File: config.mk
export PLATFORM = sky130hd
export DESIGN_NAME = peer_link_rx_flat
export DESIGN_NICKNAME = d
export VERILOG_FILES = /design/src/rtl/peer_link_pkg.sv /design/src/rtl/peer_link_rx_if.sv /design/src/rtl/peer_link_rx_line_filter.sv /design/src/rtl/peer_link_rx.sv /design/src/flat_wrapper.sv
export SDC_FILE = /design/constraint.sdc
export NUM_CORES = 1
export LEC_CHECK = 0
export BUFFER_PORTS_ARGS = -buffer_cell sky130_fd_sc_hd__buf_2
export CORE_AREA = 5 5 48 50
export DETAILED_ROUTE_END_ITERATION = 8
export DIE_AREA = 0 0 53 55
export PLACE_DENSITY = 0.58
export SYNTH_ARGS = -nofsm -noshare
export SYNTH_HDL_FRONTEND = slang
export SYNTH_SLANG_ARGS = --single-unit
File: constraint.sdc
create_clock -name clk -period 1.8 [get_ports clk]
set_input_delay 0.27 -clock clk [delete_from_list [all_inputs] [get_ports clk]]
set_output_delay 0.27 -clock clk [all_outputs]
set_load 0.05 [all_outputs]
File: src/rtl/peer_link_pkg.sv
// peer_link_pkg: shared types and default parameters for the peer link
// receive endpoint (peer_link_rx and its line filters).
package peer_link_pkg;

    typedef enum logic [1:0] {
        IDLE    = 2'd0,
        LINKED  = 2'd1,
        PLAYING = 2'd2,
        DONE    = 2'd3
    } link_state_t;

    localparam int unsigned SYNC_STAGES_DEF   = 2;
    localparam int unsigned FILTER_CYCLES_DEF = 1000;

endpackage

File: src/rtl/peer_link_rx_if.sv
// peer_link_rx_if: the peer pin levels and local clear going in, the
// protocol events and link state coming out. The slave side is the
// receive endpoint; the master side drives the pins and reads the events.
interface peer_link_rx_if;
    import peer_link_pkg::*;

    logic        receive_connect;
    logic        receive_start;
    logic        receive_game_finish;
    logic        clear;

    logic        peer_connected;
    logic        peer_start;
    logic        peer_finish;
    logic        peer_lost;
    logic        proto_err;
    link_state_t link_state;

    modport master (
        output receive_connect, receive_start, receive_game_finish, clear,
        input  peer_connected, peer_start, peer_finish, peer_lost, proto_err,
               link_state
    );

    modport slave (
        input  receive_connect, receive_start, receive_game_finish, clear,
        output peer_connected, peer_start, peer_finish, peer_lost, proto_err,
               link_state
    );
endinterface

File: src/rtl/peer_link_rx_line_filter.sv
// peer_line_filter: one asynchronous peer line -> synchroniser -> optional
// glitch filter -> rise/fall detector. rise/fall are decoded from registers
// and are valid for exactly one cycle.
// Build option: PEER_LINK_FILTER_EN enables the glitch filter; without it
// the filtered level is the synchroniser output and FILTER_CYCLES is unused.
module peer_line_filter
    import peer_link_pkg::*;
#(
    parameter int unsigned SYNC_STAGES   = SYNC_STAGES_DEF,
    parameter int unsigned FILTER_CYCLES = FILTER_CYCLES_DEF
) (
    input  logic clk,
    input  logic rst,
    input  logic line_i,
    output logic level,
    output logic rise,
    output logic fall
);

    logic [SYNC_STAGES-1:0] sync_q;
    logic                   sync_out;
    logic                   prev_q;

    // Synchroniser chain, bit 0 takes the raw asynchronous line.
    always_ff @(posedge clk) begin
        if (!rst) begin
            sync_q <= '0;
        end else begin
            sync_q <= {sync_q[SYNC_STAGES-2:0], line_i};
        end
    end

    assign sync_out = sync_q[SYNC_STAGES-1];

`ifdef PEER_LINK_FILTER_EN
    localparam int unsigned CNT_W = $clog2(FILTER_CYCLES + 1);

    logic [CNT_W-1:0] cnt_q, cnt_d;
    logic             level_q, level_d;

    // Count consecutive cycles of disagreement; accept the new level once
    // the run reaches FILTER_CYCLES, any agreement restarts the count.
    always_comb begin
        cnt_d   = '0;
        level_d = level_q;
        if (sync_out != level_q) begin
            if (cnt_q == CNT_W'(FILTER_CYCLES - 1)) begin
                level_d = ~level_q;
            end else begin
                cnt_d = cnt_q + 1'b1;
            end
        end
    end

    // Filter state registers.
    always_ff @(posedge clk) begin
        if (!rst) begin
            cnt_q   <= '0;
            level_q <= 1'b0;
        end else begin
            cnt_q   <= cnt_d;
            level_q <= level_d;
        end
    end

    assign level = level_q;
`else
    logic unused_filter_cfg;
    assign unused_filter_cfg = (FILTER_CYCLES == 0);
    assign level = sync_out;
`endif

    // Previous filtered level; clears in reset so a line already high at
    // release is reported as a fresh rise.
    always_ff @(posedge clk) begin
        if (!rst) begin
            prev_q <= 1'b0;
        end else begin
            prev_q <= level;
        end
    end

    assign rise = level & ~prev_q;
    assign fall = ~level & prev_q;

endmodule

File: src/rtl/peer_link_rx.sv
// peer_link_rx: receive-side endpoint of the two-board link. Filters the
// peer's connect/start/finish lines and tracks connect -> start -> finish,
// emitting single-cycle events for the local stage controller.
// Build option: PEER_LINK_FILTER_EN enables the per-line glitch filter.
module peer_link_rx
    import peer_link_pkg::*;
#(
    parameter int unsigned SYNC_STAGES   = SYNC_STAGES_DEF,
    parameter int unsigned FILTER_CYCLES = FILTER_CYCLES_DEF
) (
    input logic           clk,
    input logic           rst,
    peer_link_rx_if.slave bus
);

    logic conn_rise, conn_fall, start_rise, fin_rise;
    logic unused_conn_level, unused_start_level, unused_start_fall;
    logic unused_fin_level, unused_fin_fall;

    link_state_t state_q;
    logic        conn_q, start_q, finish_q, lost_q, err_q;

    peer_line_filter #(
        .SYNC_STAGES   (SYNC_STAGES),
        .FILTER_CYCLES (FILTER_CYCLES)
    ) u_connect (
        .clk    (clk),
        .rst    (rst),
        .line_i (bus.receive_connect),
        .level  (unused_conn_level),
        .rise   (conn_rise),
        .fall   (conn_fall)
    );

    peer_line_filter #(
        .SYNC_STAGES   (SYNC_STAGES),
        .FILTER_CYCLES (FILTER_CYCLES)
    ) u_start (
        .clk    (clk),
        .rst    (rst),
        .line_i (bus.receive_start),
        .level  (unused_start_level),
        .rise   (start_rise),
        .fall   (unused_start_fall)
    );

    peer_line_filter #(
        .SYNC_STAGES   (SYNC_STAGES),
        .FILTER_CYCLES (FILTER_CYCLES)
    ) u_finish (
        .clk    (clk),
        .rst    (rst),
        .line_i (bus.receive_game_finish),
        .level  (unused_fin_level),
        .rise   (fin_rise),
        .fall   (unused_fin_fall)
    );

    // Protocol FSM with registered outputs. Priority: connect fall, then
    // clear, then the rises. A start and finish rising together are both
    // judged against the current state, so one may advance while the other
    // is flagged as out of order in the same cycle.
    always_ff @(posedge clk) begin
        if (!rst) begin
            state_q  <= IDLE;
            conn_q   <= 1'b0;
            start_q  <= 1'b0;
            finish_q <= 1'b0;
            lost_q   <= 1'b0;
            err_q    <= 1'b0;
        end else begin
            start_q  <= 1'b0;
            finish_q <= 1'b0;
            lost_q   <= 1'b0;
            err_q    <= 1'b0;
            if (conn_fall && state_q != IDLE) begin
                state_q <= IDLE;
                conn_q  <= 1'b0;
                lost_q  <= 1'b1;
            end else if (bus.clear && (state_q == PLAYING || state_q == DONE)) begin
                state_q <= LINKED;
            end else begin
                case (state_q)
                    IDLE: begin
                        if (conn_rise) begin
                            state_q <= LINKED;
                            conn_q  <= 1'b1;
                        end
                        err_q <= start_rise | fin_rise;
                    end
                    LINKED: begin
                        if (start_rise) begin
                            state_q <= PLAYING;
                            start_q <= 1'b1;
                        end
                        err_q <= fin_rise;
                    end
                    PLAYING: begin
                        if (fin_rise) begin
                            state_q  <= DONE;
                            finish_q <= 1'b1;
                        end
                        err_q <= start_rise;
                    end
                    DONE: begin
                        err_q <= start_rise | fin_rise;
                    end
                    default: begin
                        state_q <= IDLE;
                        conn_q  <= 1'b0;
                    end
                endcase
            end
        end
    end

    assign bus.link_state     = state_q;
    assign bus.peer_connected = conn_q;
    assign bus.peer_start     = start_q;
    assign bus.peer_finish    = finish_q;
    assign bus.peer_lost      = lost_q;
    assign bus.proto_err      = err_q;

endmodule

File: src/flat_wrapper.sv
// flat-port wrapper written by rule: the top's interface ports become plain ports
module peer_link_rx_flat import peer_link_pkg::*;
#(
    parameter int unsigned SYNC_STAGES   = SYNC_STAGES_DEF,
    parameter int unsigned FILTER_CYCLES = FILTER_CYCLES_DEF
)
  (clk, rst, bus_receive_connect, bus_receive_start, bus_receive_game_finish, bus_clear, bus_peer_connected, bus_peer_start, bus_peer_finish, bus_peer_lost, bus_proto_err, bus_link_state);
  peer_link_rx_if bus_i ();
  input logic clk;
  input logic rst;
  input wire logic [$bits(bus_i.receive_connect)-1:0] bus_receive_connect;
  input wire logic [$bits(bus_i.receive_start)-1:0] bus_receive_start;
  input wire logic [$bits(bus_i.receive_game_finish)-1:0] bus_receive_game_finish;
  input wire logic [$bits(bus_i.clear)-1:0] bus_clear;
  output wire logic [$bits(bus_i.peer_connected)-1:0] bus_peer_connected;
  output wire logic [$bits(bus_i.peer_start)-1:0] bus_peer_start;
  output wire logic [$bits(bus_i.peer_finish)-1:0] bus_peer_finish;
  output wire logic [$bits(bus_i.peer_lost)-1:0] bus_peer_lost;
  output wire logic [$bits(bus_i.proto_err)-1:0] bus_proto_err;
  output wire logic [$bits(bus_i.link_state)-1:0] bus_link_state;
  assign bus_i.receive_connect = bus_receive_connect;
  assign bus_i.receive_start = bus_receive_start;
  assign bus_i.receive_game_finish = bus_receive_game_finish;
  assign bus_i.clear = bus_clear;
  assign bus_peer_connected = bus_i.peer_connected;
  assign bus_peer_start = bus_i.peer_start;
  assign bus_peer_finish = bus_i.peer_finish;
  assign bus_peer_lost = bus_i.peer_lost;
  assign bus_proto_err = bus_i.proto_err;
  assign bus_link_state = bus_i.link_state;
  peer_link_rx #(.SYNC_STAGES(SYNC_STAGES), .FILTER_CYCLES(FILTER_CYCLES)) u_core (.clk(clk), .rst(rst), .bus(bus_i));
endmodule
## Word-level counts from Yosys, hierarchy flattened

Index checks and enable logic that the tools add are counted.

| word-level totals | value |
|---|---|
| register bits after elaboration | 16 |
| word-level logic and storage cells | 59 |
| output and inout bits | 7 |

| cells by class | value |
|---|---|
| reduce and logical (&&, ||, !) cells | 15 |
| eq/ne operators | 9 |
| mux-type cells | 9 |
| bitwise operators | 13 |

Operators by type and width:

| kind | count |
|---|---|
| $not A1 Y1 | 8 |
| $reduce_and A4 Y1 | 2 |
| $reduce_or A4 Y1 | 2 |
| $mux W2 | 3 |
| $ne A2 B1 Y1 const B | 3 |
| $ne A3 B1 Y1 const B | 2 |
| $pmux W2 S3 | 1 |
| $and A1 B1 Y1 | 4 |
| $eq A2 B2 Y1 const B | 2 |
| $mux W1 | 4 |
| $reduce_bool A4 Y1 | 1 |
| $reduce_or A2 Y1 | 2 |
| $ne A3 B2 Y1 const B | 1 |
| $pmux W1 S3 | 1 |
| $reduce_and A3 Y1 | 1 |
| $reduce_bool A3 Y1 | 1 |
| $reduce_or A3 Y1 | 1 |
| $eq A2 B1 Y1 const B | 1 |
| $logic_and A1 B1 Y1 | 2 |
| $logic_not A2 Y1 | 1 |
| $reduce_bool A2 Y1 | 1 |
| $logic_or A1 B1 Y1 | 1 |
| $or A1 B1 Y1 | 1 |

## Depth between registers and ports, before layout

Gate-level depths: netlist (run 1).

| depth | value |
|---|---|
| depth in word-level cells | 5 |
| mapped depth | 6 |
| gate-level depth less buffers | 6 |

## By module

Synthesis (run 1) repeated with hierarchy kept, for this count alone.

| second synthesis, totals | value |
|---|---|
| cell total of the unflattened synthesis | 64 |
| area, all modules | 679.4 sq um |

By module, submodules not included:

| module | instances | cells each | seq. area each (sq um) | area an instance (sq um) |
|---|---|---|---|---|
| peer_link_rx | 1 | 40 | 140.1 | 405.4 |
| peer_line_filter | 3 | 8 | 60.1 | 91.3 |

## Worst setup path after synthesis (run 1)

OpenSTA, ideal clock, no wires.

| timing path | value |
|---|---|
| path kind | reg-to-reg |
| start | reg u_core.state_q[0], in the netlist u_core.bus.link_state[0] |
| end | reg u_core.state_q[0], in the netlist u_core.bus.link_state[0] |
| data arrival time | 1,860 ps |
| path buffers | 0 |
| setup slack | -181 ps |
| period minus slack after synthesis | 1,981 ps |
| stages on the path, launching flop included | 7 |
| cells stage by stage | dfxtp_1 inv_1 ha_1 nor3_2 a21oi_2 o211ai_2 mux2_4 |

| between the ends | value |
|---|---|
| word-level cells in the longest chain between the ends | 5 |
| elaborated cells between the ends (all ways) | 16 |
| classes of those cells | eq/ne (6); mux (2); reduce/logical (8) |

RTL lines:

| element | line | text |
|---|---|---|
| start: declaration | peer_link_rx.sv:20 | `link_state_t state_q;` |
| start signal: assignment | peer_link_rx.sv:65 | `state_q <= IDLE;` |
| start signal: assignment | peer_link_rx.sv:77 | `state_q <= IDLE;` |
| start signal: assignment | peer_link_rx.sv:81 | `state_q <= LINKED;` |
| $eq A2 B2 Y1, on equally long branches | peer_link_rx.sv:80, peer_link_rx.sv:83 |  |
| $logic_or A1 B1 Y1 | peer_link_rx.sv:80 | `end else if (bus.clear && (state_q == PLAYING \|\| state_q == DONE)) begin` |
| $logic_and A1 B1 Y1 | peer_link_rx.sv:80 |  |
| $ne A3 B2 Y1 (no source line), or another cell as far along | - |  |
| $reduce_and A4 Y1 (no source line) | - |  |

Parallel ways exist; a longest one is shown, timed or not.
A chain may end at the register's enable or synchronous reset.

## Final worst setup path (run 1)

Same ends and word-level chain as after synthesis.

==> results of run 1 <==
==> power groups by stage <==
stage                     combinational [mW]  clock (mW)  sequential [mW]
after floorplan                        0.197           0            0.472
after global placement                 0.317           0            0.412
after detailed placement               0.317           0            0.414
after CTS                              0.319       0.252            0.406
after global routing                   0.352       0.265            0.410
final                                  0.315       0.236            0.405
==> per-layer routing <==
| metal | wire length (um) | part of all wire (%) | vias up |
|---|---|---|---|
| li1 | - | - | 248 |
| met3 | 70 | 6.3 | 4 |
| met1 | 533 | 48 | 228 |
| met2 | 490 | 44 | 12 |
| met5 | 0 | 0 | - |
| met4 | 24 | 2.1 | 0 |
==> per-stage QoR <==
stage                     hold slack [ns]  instances  setup slack (ns)
after floorplan                     0.397         66            0.0556
after global placement              0.415        104             0.248
final                               0.183        108             0.198
after detailed placement            0.421        104             0.200
after CTS                           0.173        108             0.186
after global routing                0.180        108             0.102
==> cell families (layout without fill, tap and decap cells) <==
group,Yosys count,count (layout),synth area share (%)
buffers and inverters,6,21,3.21
multiplexers,1,1,2.14
AND/OR/NAND/NOR,25,25,23.2
adder cells (fa/ha/maj),7,7,12.5
flip-flops,16,16,45.7
AO/OA/AOI/OAI,11,11,13.2
==> flip-flops by register name, summed over array words and instances (netlist names) <==
name	count
u_core.bus.peer_lost	1
u_core.bus.proto_err	1
u_core.u_start.prev_q	1
u_core.u_connect.sync_q	2
u_core.bus.peer_connected	1
u_core.u_finish.prev_q	1
u_core.u_start.sync_q	2
u_core.u_connect.prev_q	1
u_core.bus.peer_start	1
u_core.bus.link_state	2
u_core.u_finish.sync_q	2
u_core.bus.peer_finish	1
==> cell type report <==
cell class                 count  area (um2)  share of cell area (%)
timing repair buffer          12        60.1                    7.24
multi-input combinational     44         358                    43.1
tap                           27        33.8                    4.07
sequential                    16         323                    38.9
clock buffer                   4        36.3                    4.37
inverter                       5        18.8                    2.26
==> synthesized netlist by cell type <==
master and instances:
sky130_fd_sc_hd__a21o_1 1, sky130_fd_sc_hd__a21oi_1 4, sky130_fd_sc_hd__a21oi_2 1, sky130_fd_sc_hd__a31o_2 1, sky130_fd_sc_hd__a31oi_1 1, sky130_fd_sc_hd__and2_1 9
sky130_fd_sc_hd__clkbuf_1 1, sky130_fd_sc_hd__dfxtp_1 16, sky130_fd_sc_hd__ha_1 7, sky130_fd_sc_hd__inv_1 5, sky130_fd_sc_hd__mux2_4 1, sky130_fd_sc_hd__nand2_1 4
sky130_fd_sc_hd__nand2b_1 2, sky130_fd_sc_hd__nand2b_4 1, sky130_fd_sc_hd__nand4_1 1, sky130_fd_sc_hd__nor2_1 3, sky130_fd_sc_hd__nor3_2 3, sky130_fd_sc_hd__nor4b_1 1
sky130_fd_sc_hd__o211ai_2 1, sky130_fd_sc_hd__o21a_1 1, sky130_fd_sc_hd__o31ai_4 1, sky130_fd_sc_hd__or2_4 1
==> worst max-delay path, delay by kind of cell (launching register included) <==
kind / cells / cell delay, ns
flip-flops: 1 / 0.39
buffers and inverters: 1 / 0.10
AO/OA/AOI/OAI: 2 / 0.43
multiplexers: 1 / 0.31
adder cells (fa/ha/maj): 1 / 0.28
==> how the worst max path moves through the flow <==
stage	end	from
after global routing	u_core.bus.link_state[0]$_SDFFE_PP0P_	u_core.bus.link_state[0]$_SDFFE_PP0P_
after detailed placement	u_core.bus.link_state[0]$_SDFFE_PP0P_	u_core.bus.link_state[0]$_SDFFE_PP0P_
after global placement	u_core.bus.link_state[0]$_SDFFE_PP0P_	u_core.bus.link_state[0]$_SDFFE_PP0P_
final	u_core.bus.link_state[0]$_SDFFE_PP0P_	u_core.bus.link_state[0]$_SDFFE_PP0P_
after floorplan	u_core.bus.link_state[0]$_SDFFE_PP0P_	u_core.bus.link_state[0]$_SDFFE_PP0P_
after CTS	u_core.bus.link_state[0]$_SDFFE_PP0P_	u_core.bus.link_state[0]$_SDFFE_PP0P_
==> results list, run 1 <==
- CTS root buffer: sky130_fd_sc_hd__clkbuf_4
- Maximum fanout count along the critical path: 6
- The first detailed-routing pass ran for 2 iterations.
* Aggregate routed wire length: 1.12 mm
* Worst r2r dst: u_core.bus.link_state[0]$_SDFFE_PP0P_
* Overall global routing resource usage: 9.68%
- Power Total: 956 uW
- Count of hold-fix buffers inserted at cts: 0
- Among all stages on the critical path, the largest delay is contributed by sky130_fd_sc_hd__dfxtp_2.
* Share of total power in the clock network: 24.7%
* Clock period minus worst slack: 1.60 ns
* Average instance area after synthesis: 10.6 um2
- The count of final hold-check violations is 0.
- FP Rows: 16
- For the pin with the worst max-slew slack, the measured transition is 0.264 ns.
- Total negative slack for setup checks: 0 ns
- The count of buffers added on input and output ports is 12.
* Maximum number of pins on one net before global-route repair: 12
* Worst Setup Start Kind: flip-flop
* Logic depth of the worst register-to-register path: 5
* Layout cells sized above 1: 34.6%
* Max-slew headroom at the worst pin: 82.4%
* Commonest cells after routing, fill and taps aside: 14 x sky130_fd_sc_hd__dfxtp_1, 12 x sky130_fd_sc_hd__buf_2, 9 x sky130_fd_sc_hd__and2_1
- Clock Skews: 0.00888 ns
- Total Die Area: 2920 um2
- Number of buffers inserted by post-CTS setup repair: 0
* Highest ir drop seen on vdd: 0.000515 V
* Global-route congestion overflow total: 0
- The core region is 1860 um2.
- For this run, global-route usage on met1 was measured as 10.6%.
- Clock Pin Slew Worst Setup and Hold Paths: 0.10 ns
* Design Area, Final: 830 um2
* Leakage power figure: 0.363 nW
- No sink is reached through more buffers than the 2 on the longest clock path.
- Routability Congestion: 0.814
- In this run the number of H-tree levels came out at 1.
- Setup repair after global routing left no endpoint under its margin.
- For this design, the sink count on the clock tree is 16.
- Portion of total power attributed to combinational logic: 33.0%
- For flop-to-flop paths, the worst setup slack is 0.20 ns.
* Final core utilization: 44.6%
* Most common cell after layout, fill and taps aside: sky130_fd_sc_hd__dfxtp_1
- Via density per instance: 4.56
- Share of Yosys cell area claimed by the top area cell type: 45.7%
- The share of total power dissipated in sequential elements is 42.3%.
- Worst flop-to-flop path startpoint: u_core.bus.link_state[0]$_SDFFE_PP0P_
- Cell accounting for the most synthesized area: sky130_fd_sc_hd__dfxtp_1
- Data arrives at the worst endpoint at 1.79 ns.
- Internal power contribution: 619 uW
- Counting every net in the synthesized netlist gives 79.
* Critical Path Max Stage Delay: 0.39 ns
- Post-CTS repair changed the size of 0 cells.
* Horizontal extent of the die: 53 um
- Count of vias placed by the detailed router: 492
- Sorting the synthesized cells by area gives the leading types as sky130_fd_sc_hd__dfxtp_1 46%, sky130_fd_sc_hd__ha_1 13%, sky130_fd_sc_hd__and2_1 8.0%.
* Fill cell count: 191
- Initial antenna violation count: 0
* Height of the chip: 55 um
- Worst Min Path Start: bus_receive_connect
* Critical path required time: 1.98 ns
- Half-perimeter wire length after detailed placement: 830 um
- Routing usage on met3: 3.49%
- For met2 alone, demand over resource in global routing was 15.1%.
* Busiest metal layer after global routing: met2
- The count of nets left with antenna violations once routing finished came out at 0.
- Routed wirelength normalized by instance count: 10.4 um
- Max-cap violations in this run came to 0.
- In this run, synthesis produced a sequential element count of 16.
- The number of antenna diodes in the final layout is 0.
- Along the worst hold path, the cell count comes to 2.
- Cells after synthesis: 66
- Post-Synthesis Cell Area: 701 um2
- Final period utilization: 89.0%
- Relative to the synthesized area, the layout overhead comes to 18.4%.
- The first global-routing pass estimated 1.97 mm of wire.
* Vias in the first global route: 489
- Net switching component of the power: 337 uW
- During synthesis, Yosys emitted a total of 0 warnings.
* Switching Fraction: 35.2%
- For this run, design rule violations remaining after detail routing come to 0.
- The worst hold path terminates at u_core.u_connect.sync_q[0]$_SDFF_PN0_.
* CP Class: flip-flop to flip-flop
- Buffers inserted during clock tree synthesis total 3.
- Starting utilization of the core area: 37.6%
- Net count of the finished layout: 95
* Result of the run: completed
* Cell area power density: 1150 nW/um2
- The signal on the critical path passes through inv_1 -> ha_1 -> o21a_1 -> o211ai_2 -> mux2_4.
- Setup violations remaining at the end of the flow were counted as 0.
- TritonCTS clock tree: done
- Worst min path class: primary input to flip-flop
- During I/O placement, the number of pins put on the boundary was 13.
- In this run the cell area measured after placement is 793 um2.
- Upper clock frequency limit: 0.624 GHz
* Sequential share of the synthesized area: 45.7%
- Cell variety after synth: 22
- Drt initial violations: 3
- The later pin in the worst-skew pair is clocked with a latency of 0.29 ns.
- Endpoint class of the critical path: flip-flop
- The count of final max-slew check failures was 0.
Power figures use the tool's default switching activity.
==> inputs of run 2 (changes only) <==
- PLACE_DENSITY: 0.58 -> 0.57
- SYNTH_HIERARCHICAL: unset -> 1
==> run 2 against run 1 <==
Cell count is 2.8% lower. Global-route usage is 0.62 points lower. Area after synthesis is 4.8% lower. Register-to-register slack worse by 0.03 ns. Design area is 3.6% lower. Sequential share of layout area is 1.5 points higher. Critical path depth is 1 higher. Non-clock buffer count stayed put. Routed wire length is 1.2% lower. First-iteration DRC count is 130% higher. Sequential power is 5.9% higher. Utilization is 1.6 points lower. Largest cell class unchanged. Largest power group unchanged.
==> results list, run 2 <==
- In this run the critical register-to-register path is launched from u_core/bus.link_state[0]$_SDFFE_PP0P_.
- Transition time of the tightest slew-check pin: 0.436 ns
* Standard cell with the maximum stage delay on the critical path: sky130_fd_sc_hd__dfxtp_2
- For this block, wires on met1 add up to 521 um.
* Half-perimeter wire length after detailed placement: 853 um
* Total negative slack for setup checks: 0 ns
* Most common cell after layout, fill and taps aside: sky130_fd_sc_hd__dfxtp_1
- Input and output buffers added on the ports amount to 12.
* Starting utilization of the core area: 35.8%
- Measured on the finished design, the core utilization comes to 42.9%.
- The final layout contains 91 nets.
- Layout cells sized above 1: 26.9%
* Count of vias placed by the detailed router: 453
* Critical path required time: 2.00 ns
- Max-slew violation count: 0
* Cts repair resizes: 0
- The repair_antennas step left the layout with diodes totalling 0.
- Critical Path Max Stage Delay: 0.41 ns
- Setup violations remaining at the end of the flow were counted as 0.
- Upper clock frequency limit: 0.614 GHz
- Routed signal wires occupy layers up through met4.
- The tool flagged a number of max-cap violations equal to 0.
- In this run the standard cell core region covers 1860 um2.
- The number of setup buffers added after CTS is 0.
- Number of buffers on the longest clock path: 2
- Chain of cells forming the critical path: inv_1 -> ha_1 -> nor2b_4 -> o41ai_4 -> nor2_1 -> a211oi_1
- Average instance area after synthesis: 10.8 um2
- The cell area that synthesis handed to floorplanning was 667 um2.
- From synthesis to final layout, the design area changed by 19.9%.
- Count of hold-fix buffers inserted at cts: 0
* Global-route congestion overflow total: 0
- Endpoint class of the critical path: flip-flop
- The routed design has 1.11 mm of wire.
* Result of the run: completed
* CTS root buffer: sky130_fd_sc_hd__clkbuf_4
- In this run the critical register-to-register path is captured at u_core/bus.link_state[0]$_SDFFE_PP0P_.
- Height of the chip: 55 um
* Drt initial violations: 7
- When the netlist entered floorplanning its net count stood at 74.
- The initial antenna violation count was 0.
- CP Class: flip-flop to flip-flop
- Synthesis handed over a netlist of 62 instances.
- The worst path in the final design needs a cycle of 1.63 ns, including I/O delays and setup.
- Leaving out fill and tap cells, the most frequent cells in the layout are 14 x sky130_fd_sc_hd__dfxtp_1, 12 x sky130_fd_sc_hd__buf_2, 9 x sky130_fd_sc_hd__and2_1.
- The floorplan has 16 rows.
- Detailed route wirelength on metal3: 95 um
* Maximum number of pins on one net before global-route repair: 14
* Maximum fanout count along the critical path: 7
* Logic depth of the worst register-to-register path: 6
- Max-slew headroom at the worst pin: 70.9%
- In this run the number of H-tree levels came out at 1.
* Internal reg-to-reg setup slack: 0.17 ns
- For this run, the detailed router's first-pass iteration total came to 2.
- Vias in the first global route: 389
- Worst min path class: primary input to flip-flop
- Worst hold stages: 2
- Clk Latency, worst-skew pair: 0.28 ns
* Warnings from Yosys: 6
- Worst Min Path Start: bus_receive_start
- Leakage power figure: 0.378 nW
- Clock Skews: 0.00329 ns
- After the flow finishes, the layout carries non-filler instances totaling 105.
- The die is 53 um wide.
- Across every metal layer, demand over resource in global routing totals 9.06%.
- IR analysis of the VDD net gives a maximum drop of 0.000620 V.
- Final hold violation count: 0
- Worst Setup Start Kind: flip-flop
- At the end of routability-driven placement, the weighted congestion stood at 0.888.
* Hold worst-path end: u_core/u_start/sync_q[0]$_SDFF_PN0_
* TritonCTS clock tree: done
* Total Die Area: 2920 um2
- Cell area power density: 1340 nW/um2
- Clock Pin Slew Worst Setup and Hold Paths: 0.09 ns
- Routed wirelength normalized by instance count: 10.5 um
- CP arrival: 1.83 ns
- Io pins: 13
* Placed instance count: 101
- Count of clock tree sinks: 16
- Of the available clock period, the critical path in the final layout requires 90.5%.
- Final routed DRC violation total: 0
- Setup repair after global routing left no endpoint under its margin.
* Routed length on met2: 460 um
- Routed Antenna Nets: 0
- Number of clock buffers inserted by TritonCTS: 3
* Wire length of the first global-routing pass: 1.73 mm
* Via density per instance: 4.31
==> run 2: area by class of cell <==
cell class                      instances  area, um2
Sequential cell                        16        323
Timing Repair Buffer                   12       60.1
Clock buffer                            4       36.3
Tap cell                               27       33.8
Fill cell                             192       1060
Multi-Input combinational cell         43        335
Inverter                                3       11.3
==> run 2: worst max-delay path by stage <==
stage,startpoint,to,slack [ns],depth (start not counted)
after floorplan,u_core/bus.link_state[1]$_SDFFE_PP0P_,u_core/bus.link_state[0]$_SDFFE_PP0P_,0.12,6
after global placement,u_core/bus.link_state[0]$_SDFFE_PP0P_,u_core/bus.link_state[1]$_SDFFE_PP0P_,0.21,6
after detailed placement,u_core/bus.link_state[0]$_SDFFE_PP0P_,u_core/bus.link_state[1]$_SDFFE_PP0P_,0.18,6
after CTS,u_core/bus.link_state[0]$_SDFFE_PP0P_,u_core/bus.link_state[1]$_SDFFE_PP0P_,0.17,6
after global routing,u_core/bus.link_state[0]$_SDFFE_PP0P_,u_core/bus.link_state[0]$_SDFFE_PP0P_,0.05,6
final,u_core/bus.link_state[0]$_SDFFE_PP0P_,u_core/bus.link_state[0]$_SDFFE_PP0P_,0.17,6
==> run 2: critical path: cells and delay by family (launching register included) <==
family / cells / cell delay [ns]
fa+ha+maj: 1 / 0.27
flops: 1 / 0.41
buf+inv: 1 / 0.08
simple gates: 2 / 0.23
compound gates: 2 / 0.55
==> run 2: routing by layer <==
metal  global-route usage (%)  up-vias
met2                     12.8       12
met5                        0        -
met3                     5.90        4
li1                         -      241
met1                     9.76      196
met4                     6.38        0
==> run 2: where the power goes <==
group	switching, mW	internal [mW]
combinational	0.243	0.168
clock	0.106	0.123
sequential	0.0380	0.391
==> run 2: per-stage QoR <==
step / total power, mW / hold WS (ns) / cell area, um2 / setup WS, ns
4_1_cts: 1.08 / 0.163 / 800 / 0.170
5_1_grt: 1.14 / 0.157 / 800 / 0.0530
3_3_place_gp: 0.846 / 0.416 / 763 / 0.208
3_5_place_dp: 0.849 / 0.420 / 763 / 0.178
2_1_floorplan: 0.768 / 0.382 / 669 / 0.115
6_report: 1.07 / 0.176 / 800 / 0.171
